$ cat src/rtl/add_sub_accumulator_if.sv
// Command, result and adder-subtractor bus of add_sub_accumulator.
// The slave side is the accumulator. The master side is its environment:
// the command producer, the result consumer and the combinational adder-subtractor.
interface add_sub_accumulator_if #(
    parameter int WIDTH = 4,
    parameter int CNT_W = 8
);
    // Command handshake
    logic             cmd_valid;
    logic             cmd_ready;
    logic [1:0]       cmd_op;
    logic [WIDTH-1:0] cmd_data;

    // Adder-subtractor operands and result
    logic [WIDTH-1:0] as_a;
    logic [WIDTH-1:0] as_b;
    logic             as_cin;
    logic [WIDTH-1:0] as_sum;
    logic             as_cout;

    // Result handshake and flags
    logic             res_valid;
    logic             res_ready;
    logic [WIDTH-1:0] acc;
    logic             carry;
    logic             zero;
    logic             ovf;
    logic [CNT_W-1:0] op_cnt;

    modport slave (
        input  cmd_valid, cmd_op, cmd_data, as_sum, as_cout, res_ready,
        output cmd_ready, as_a, as_b, as_cin, res_valid, acc, carry, zero, ovf, op_cnt
    );

    modport master (
        output cmd_valid, cmd_op, cmd_data, as_sum, as_cout, res_ready,
        input  cmd_ready, as_a, as_b, as_cin, res_valid, acc, carry, zero, ovf, op_cnt
    );
endinterface

$ cat src/rtl/add_sub_accumulator.sv
// add_sub_accumulator: sequential accumulator wrapped around an external
// combinational adder-subtractor. It feeds the adder from registers
// (a = accumulator, b = command data, cin = subtract), captures sum/cout
// back into the accumulator, and returns flags over a valid/ready handshake.
//
// Optional build macro ACC_SAT_EN: when defined, ADD/SUB results saturate
// (ADD carry-out -> all-ones, SUB borrow -> zero). The carry and ovf flags
// still reflect the raw adder result. When undefined, results wrap.
module add_sub_accumulator #(
    parameter int WIDTH = 4,
    parameter int CNT_W = 8
) (
    input  logic                clk,
    input  logic                rst_n,
    add_sub_accumulator_if.slave bus
);

    localparam logic [1:0] OP_CLEAR = 2'b00;
    localparam logic [1:0] OP_LOAD  = 2'b01;
    localparam logic [1:0] OP_ADD   = 2'b10;
    localparam logic [1:0] OP_SUB   = 2'b11;

    typedef enum logic [1:0] {
        S_IDLE,
        S_ISSUE,
        S_CAPTURE,
        S_RESP
    } state_t;

    state_t           state_q, state_d;
    logic [WIDTH-1:0] acc_q, acc_d;
    logic [WIDTH-1:0] as_a_q, as_a_d;
    logic [WIDTH-1:0] as_b_q, as_b_d;
    logic             as_cin_q, as_cin_d;
    logic             carry_q, carry_d;
    logic             ovf_q, ovf_d;
    logic [CNT_W-1:0] op_cnt_q, op_cnt_d;

    // The completed-operation counter sticks at all-ones.
    function automatic logic [CNT_W-1:0] sat_inc(input logic [CNT_W-1:0] v);
        return (&v) ? v : v + CNT_W'(1);
    endfunction

    // Two's-complement overflow from operand and result sign bits.
    // For subtract, b is effectively negated, so overflow needs opposite signs.
    function automatic logic ovf_of(input logic sub, input logic a_msb,
                                    input logic b_msb, input logic s_msb);
        if (sub)
            return (a_msb != b_msb) && (s_msb != a_msb);
        else
            return (a_msb == b_msb) && (s_msb != a_msb);
    endfunction

`ifdef ACC_SAT_EN
    // Clamp on unsigned carry-out (ADD) or borrow (SUB), else pass the raw sum.
    function automatic logic [WIDTH-1:0] sat_capture(input logic sub, input logic cout,
                                                     input logic [WIDTH-1:0] sum);
        if (!sub && cout)
            return '1;
        if (sub && !cout)
            return '0;
        return sum;
    endfunction
`endif

    // Next-state and datapath update; everything holds unless the state says otherwise.
    always_comb begin
        state_d  = state_q;
        acc_d    = acc_q;
        as_a_d   = as_a_q;
        as_b_d   = as_b_q;
        as_cin_d = as_cin_q;
        carry_d  = carry_q;
        ovf_d    = ovf_q;
        op_cnt_d = op_cnt_q;

        case (state_q)
            S_IDLE: begin
                if (bus.cmd_valid) begin
                    case (bus.cmd_op)
                        OP_CLEAR: begin
                            acc_d   = '0;
                            carry_d = 1'b0;
                            ovf_d   = 1'b0;
                            state_d = S_RESP;
                        end
                        OP_LOAD: begin
                            acc_d   = bus.cmd_data;
                            carry_d = 1'b0;
                            ovf_d   = 1'b0;
                            state_d = S_RESP;
                        end
                        OP_ADD, OP_SUB: begin
                            as_a_d   = acc_q;
                            as_b_d   = bus.cmd_data;
                            as_cin_d = (bus.cmd_op == OP_SUB);
                            state_d  = S_ISSUE;
                        end
                    endcase
                end
            end
            // One cycle for the adder inputs to settle before sampling its outputs.
            S_ISSUE: begin
                state_d = S_CAPTURE;
            end
            S_CAPTURE: begin
`ifdef ACC_SAT_EN
                acc_d = sat_capture(as_cin_q, bus.as_cout, bus.as_sum);
`else
                acc_d = bus.as_sum;
`endif
                carry_d = bus.as_cout;
                ovf_d   = ovf_of(as_cin_q, as_a_q[WIDTH-1], as_b_q[WIDTH-1],
                                 bus.as_sum[WIDTH-1]);
                state_d = S_RESP;
            end
            S_RESP: begin
                if (bus.res_ready) begin
                    op_cnt_d = sat_inc(op_cnt_q);
                    state_d  = S_IDLE;
                end
            end
            default: begin
                state_d = S_IDLE;
            end
        endcase
    end

    // State register; reset also aborts any operation in flight.
    always_ff @(posedge clk) begin
        if (!rst_n)
            state_q <= S_IDLE;
        else
            state_q <= state_d;
    end

    // Accumulator, flags, counter and adder operand registers.
    always_ff @(posedge clk) begin
        if (!rst_n) begin
            acc_q    <= '0;
            as_a_q   <= '0;
            as_b_q   <= '0;
            as_cin_q <= 1'b0;
            carry_q  <= 1'b0;
            ovf_q    <= 1'b0;
            op_cnt_q <= '0;
        end else begin
            acc_q    <= acc_d;
            as_a_q   <= as_a_d;
            as_b_q   <= as_b_d;
            as_cin_q <= as_cin_d;
            carry_q  <= carry_d;
            ovf_q    <= ovf_d;
            op_cnt_q <= op_cnt_d;
        end
    end

    assign bus.cmd_ready = (state_q == S_IDLE);
    assign bus.res_valid = (state_q == S_RESP);
    assign bus.as_a      = as_a_q;
    assign bus.as_b      = as_b_q;
    assign bus.as_cin    = as_cin_q;
    assign bus.acc       = acc_q;
    assign bus.carry     = carry_q;
    assign bus.ovf       = ovf_q;
    assign bus.zero      = (acc_q == '0);
    assign bus.op_cnt    = op_cnt_q;

endmodule
$ cat src/flat_wrapper.sv
// flat-port wrapper written by rule: the top's interface ports become plain ports
module add_sub_accumulator_flat 
#(
    parameter int WIDTH = 4,
    parameter int CNT_W = 8
)
  (clk, rst_n, bus_cmd_valid, bus_cmd_op, bus_cmd_data, bus_as_sum, bus_as_cout, bus_res_ready, bus_cmd_ready, bus_as_a, bus_as_b, bus_as_cin, bus_res_valid, bus_acc, bus_carry, bus_zero, bus_ovf, bus_op_cnt);
  add_sub_accumulator_if #(.WIDTH(WIDTH), .CNT_W(CNT_W)) bus_i ();
  input  logic clk;
  input  logic rst_n;
  input wire logic [$bits(bus_i.cmd_valid)-1:0] bus_cmd_valid;
  input wire logic [$bits(bus_i.cmd_op)-1:0] bus_cmd_op;
  input wire logic [$bits(bus_i.cmd_data)-1:0] bus_cmd_data;
  input wire logic [$bits(bus_i.as_sum)-1:0] bus_as_sum;
  input wire logic [$bits(bus_i.as_cout)-1:0] bus_as_cout;
  input wire logic [$bits(bus_i.res_ready)-1:0] bus_res_ready;
  output wire logic [$bits(bus_i.cmd_ready)-1:0] bus_cmd_ready;
  output wire logic [$bits(bus_i.as_a)-1:0] bus_as_a;
  output wire logic [$bits(bus_i.as_b)-1:0] bus_as_b;
  output wire logic [$bits(bus_i.as_cin)-1:0] bus_as_cin;
  output wire logic [$bits(bus_i.res_valid)-1:0] bus_res_valid;
  output wire logic [$bits(bus_i.acc)-1:0] bus_acc;
  output wire logic [$bits(bus_i.carry)-1:0] bus_carry;
  output wire logic [$bits(bus_i.zero)-1:0] bus_zero;
  output wire logic [$bits(bus_i.ovf)-1:0] bus_ovf;
  output wire logic [$bits(bus_i.op_cnt)-1:0] bus_op_cnt;
  assign bus_i.cmd_valid = bus_cmd_valid;
  assign bus_i.cmd_op = bus_cmd_op;
  assign bus_i.cmd_data = bus_cmd_data;
  assign bus_i.as_sum = bus_as_sum;
  assign bus_i.as_cout = bus_as_cout;
  assign bus_i.res_ready = bus_res_ready;
  assign bus_cmd_ready = bus_i.cmd_ready;
  assign bus_as_a = bus_i.as_a;
  assign bus_as_b = bus_i.as_b;
  assign bus_as_cin = bus_i.as_cin;
  assign bus_res_valid = bus_i.res_valid;
  assign bus_acc = bus_i.acc;
  assign bus_carry = bus_i.carry;
  assign bus_zero = bus_i.zero;
  assign bus_ovf = bus_i.ovf;
  assign bus_op_cnt = bus_i.op_cnt;
  add_sub_accumulator #(.WIDTH(WIDTH), .CNT_W(CNT_W)) u_core (.clk(clk), .rst_n(rst_n), .bus(bus_i));
endmodule
$ cat config.mk
export PLATFORM = sky130hd
export DESIGN_NAME = add_sub_accumulator_flat
export DESIGN_NICKNAME = d
export VERILOG_FILES = /design/src/rtl/add_sub_accumulator_if.sv /design/src/rtl/add_sub_accumulator.sv /design/src/flat_wrapper.sv
export SDC_FILE = /design/constraint.sdc
export NUM_CORES = 1
export LEC_CHECK = 0
export BUFFER_PORTS_ARGS = -buffer_cell sky130_fd_sc_hd__clkbuf_2
export CAP_MARGIN = 10
export CORE_ASPECT_RATIO = 0.75
export CORE_MARGIN = 2
export CORE_UTILIZATION = 53
export DETAILED_ROUTE_END_ITERATION = 6
export GPL_ROUTABILITY_DRIVEN = 0
export PLACE_DENSITY = 0.91
export SLEW_MARGIN = 10
export SYNTH_ARGS = -nofsm -noshare
export SYNTH_HDL_FRONTEND = slang
export SYNTH_SLANG_ARGS = --single-unit
$ cat constraint.sdc
create_clock -name clk -period 3 [get_ports clk]
set_input_delay 0.15 -clock clk [delete_from_list [all_inputs] [get_ports clk]]
set_output_delay 0.15 -clock clk [all_outputs]
set_load 0.005 [all_outputs]
==> impl_metrics.tcl <==
set metrics [dict create \
    gr-usage-all-layers 0.216 \
    crit_path_max_fanout 5 \
    core_region_area_sq_mm 0.00225 \
    cp.arrival_ps 1860 \
    r2r_cells 6 \
    hold_buffers 0 \
    ys_types 30 \
    grt_overflow 0 \
    yosysWarnings 0 \
    syn-num-nets 155 \
    clkPwrFrac 0.152 \
    wl_per_cell_um 13.1 \
    dpl-instance-area_sq_mm 0.00144 \
    io_pins 41 \
    cp_num_cells 6 \
    p_per_area_mw_per_mm2 661 \
    crit_start "u_core.state_q[0]" \
    htreeDepth 1 \
    setup_tns_ps 0 \
    cts_tree "built" \
    antenna_found_initial 0 \
    reg2reg_from "u_core.state_q[0]" \
    synth_cells 135 \
    multiInputGateArea_sq_um 683 \
    grt_pass1_vias 997 \
    post_cts_resized 0 \
    final-setup-viol-count 0 \
    slew_headroom 0.539 \
    worstMarginPinSlew_ps 691 \
    clock_latency_ps 320 \
    max-vdd-ir-drop_mv 0.380 \
    postSynth.asyncResetShare 0 \
    worst_ep_required_time_ps 3230 \
    drive_gt1_frac 0.274 \
    final_common_cell "clkbuf_2" \
    cp-start-kind "flip-flop" \
    place_inst 196 \
    synth_edf_count 0 \
    reg2reg_to "u_core.state_q[0]" \
    dpl.hpwl_um 2080 \
    root_buffer "clkbuf_4" \
    power.internal_uw 614 \
    pwr-share-comb 0.409 \
    design_area_sq_mm 0.00147 \
    slew_violations 0 \
    post-route-util 0.652 \
    drc 0 \
    dieArea_sq_mm 0.00272 \
    ff_latch_area_sq_um 500 \
    period_share 0.545 \
    hold_path.class "primary input to flip-flop" \
    clock_sinks 25 \
    vias_per_cell 5.48 \
    crit_buf_inv 2 \
    skew_ps 4.09 \
    routed_wl_um 2630 \
    rsz0062_at_grt "false" \
    start_util 0.545 \
    slowest_delay_ps 340 \
    clockBufferDepth 2 \
    syn_area_sq_mm 0.00123 \
    num_antenna_cells 0 \
    final_cell_mix "clkbuf_2 (40), dfxtp_1 (25), nand2_1 (24), a21oi_1 (12)" \
    swShare 0.367 \
    nets 196 \
    seqPwrFrac 0.439 \
    worstPathCellList "inv_1, ha_1, inv_1, o22ai_1, nor3_1, a211oi_1" \
    grt_max_degree 24 \
    die_h_um 45.7 \
    endpoint "u_core.state_q[0]" \
    firstDrtPassIters 4 \
    nFillCells 182 \
    drt_iter0_markers 32 \
    syn_to_final_growth_pct 19.6 \
    crit_type "flip-flop to flip-flop" \
    die_w_um 59.6 \
    critPathCaptureType "flip-flop" \
    synth_ff_type "dfxtp_1" \
    rrSetupSlack_ps 1360 \
    num_vias 1095 \
    final_cells 200 \
    postSynthAreaPerCell_sq_um 9.09 \
    row_count 15 \
    crit_family "compound AO/OA/AOI/OAI gates" \
    ys_seq_area_frac 0.408 \
    outcome "finished clean" \
    p_leak_nw 0.609 \
    numCtsBuffers 3 \
    grt_pass1_wl_um 4380 \
    synth-seq-cells 25 \
    cts_setup_buffers 0 \
    drv_cap 0 \
    cp_common_cell "inv_1" \
    clkSlewWorstSetupHoldPaths_ps 130 \
    cp_slowest_cell "dfxtp_1" \
    fin_crit_ps 1640 \
    switchingPower_uw 356 \
    io_buffers 40 \
    drtAntennaViolNets 0 \
    max_freq_mhz 611 \
    finalHoldViolations 0 \
]
==> worst reg2reg max path, cell delays in order, from the launching register on <==
cell,delay (ps)
dfxtp_1,340
inv_1,120
ha_1,330
inv_1,110
o22ai_1,310
nor3_1,80
a211oi_1,260
==> final cells by class <==
cell class | instances | area share
repair buffers | 40 | 0.136
flip-flops and latches | 25 | 0.341
clock buffers | 4 | 0.0179
multi-input cells | 99 | 0.465
inverters | 7 | 0.0179
well taps | 25 | 0.0213
==> layer usage <==
metal,track usage,up-vias,share of wire,wire length [um]
met1,0.286,505,0.45,1180
met2,0.349,30,0.50,1310
li1,-,560,-,-
met5,0,-,0,0
met3,0.0568,0,0.051,134
met4,0.0667,0,0,0
==> registers in the layout, summed over array words and instances (netlist names) <==
register / flops
u_core.bus.op_cnt: 8
u_core.bus.acc: 4
u_core.bus.as_a: 4
u_core.bus.as_b: 4
u_core.state_q: 2
u_core.bus.as_cin: 1
u_core.bus.carry: 1
u_core.bus.ovf: 1
==> per-stage QoR <==
stage	worst slack [ps]	hold WS [ps]	power, mW
floorplan	1570	268	0.707
global placement	1480	399	0.810
detailed placement	1400	406	0.827
CTS	1360	56.3	0.975
global route	1190	61.0	1.05
finish	1360	67.3	0.970
==> cells by family after synthesis <==
| logic type | count (synthesis) | synth area share |
|---|---|---|
| buf+inv | 11 | 0.0357 |
| mux | 6 | 0.0591 |
| compound gates | 26 | 0.167 |
| flops | 25 | 0.408 |
| simple gates | 57 | 0.244 |
| xor+xnor | 5 | 0.0357 |
| fa+ha+maj | 5 | 0.0510 |
==> power groups by stage <==
stage,Sequential [mW],Combinational (mW),Clock (mW)
detailed placement,0.433,0.394,0
global placement,0.429,0.381,0
global route,0.435,0.453,0.166
floorplan,0.428,0.279,0
CTS,0.425,0.396,0.154
finish,0.426,0.396,0.148
==> cells in the mapped netlist (2+ instances only) <==
| master | instances | area share |
|---|---|---|
| a2111oi_4 | 2 | 0.045 |
| a211oi_1 | 7 | 0.043 |
| a21oi_1 | 12 | 0.049 |
| buf_2 | 2 | 0.0082 |
| clkbuf_1 | 2 | 0.0061 |
| dfxtp_1 | 25 | 0.41 |
| ha_1 | 5 | 0.051 |
| inv_1 | 7 | 0.021 |
| mux2i_1 | 5 | 0.041 |
| nand2_1 | 24 | 0.073 |
| nand3_1 | 3 | 0.012 |
| nand3b_1 | 2 | 0.012 |
| nor2_1 | 7 | 0.021 |
| nor2b_1 | 5 | 0.025 |
| nor3_1 | 5 | 0.020 |
| nor4bb_1 | 4 | 0.033 |
| xnor2_1 | 5 | 0.036 |
==> how the worst min path moves through the flow <==
| stage | start | slack [ps] | endpoint | cells after the start |
|---|---|---|---|---|
| floorplan | rst_n | 270 | u_core.bus.op_cnt[2] | 1 |
| global placement | bus_cmd_data[3] | 400 | u_core.bus.as_b[3] | 3 |
| detailed placement | bus_cmd_data[0] | 410 | u_core.bus.as_b[0] | 3 |
| CTS | bus_cmd_data[0] | 60 | u_core.bus.as_b[0] | 3 |
| global route | bus_cmd_data[3] | 60 | u_core.bus.as_b[3] | 3 |
| finish | rst_n | 70 | u_core.bus.op_cnt[2] | 2 |
(Power assumes the default switching activity.)
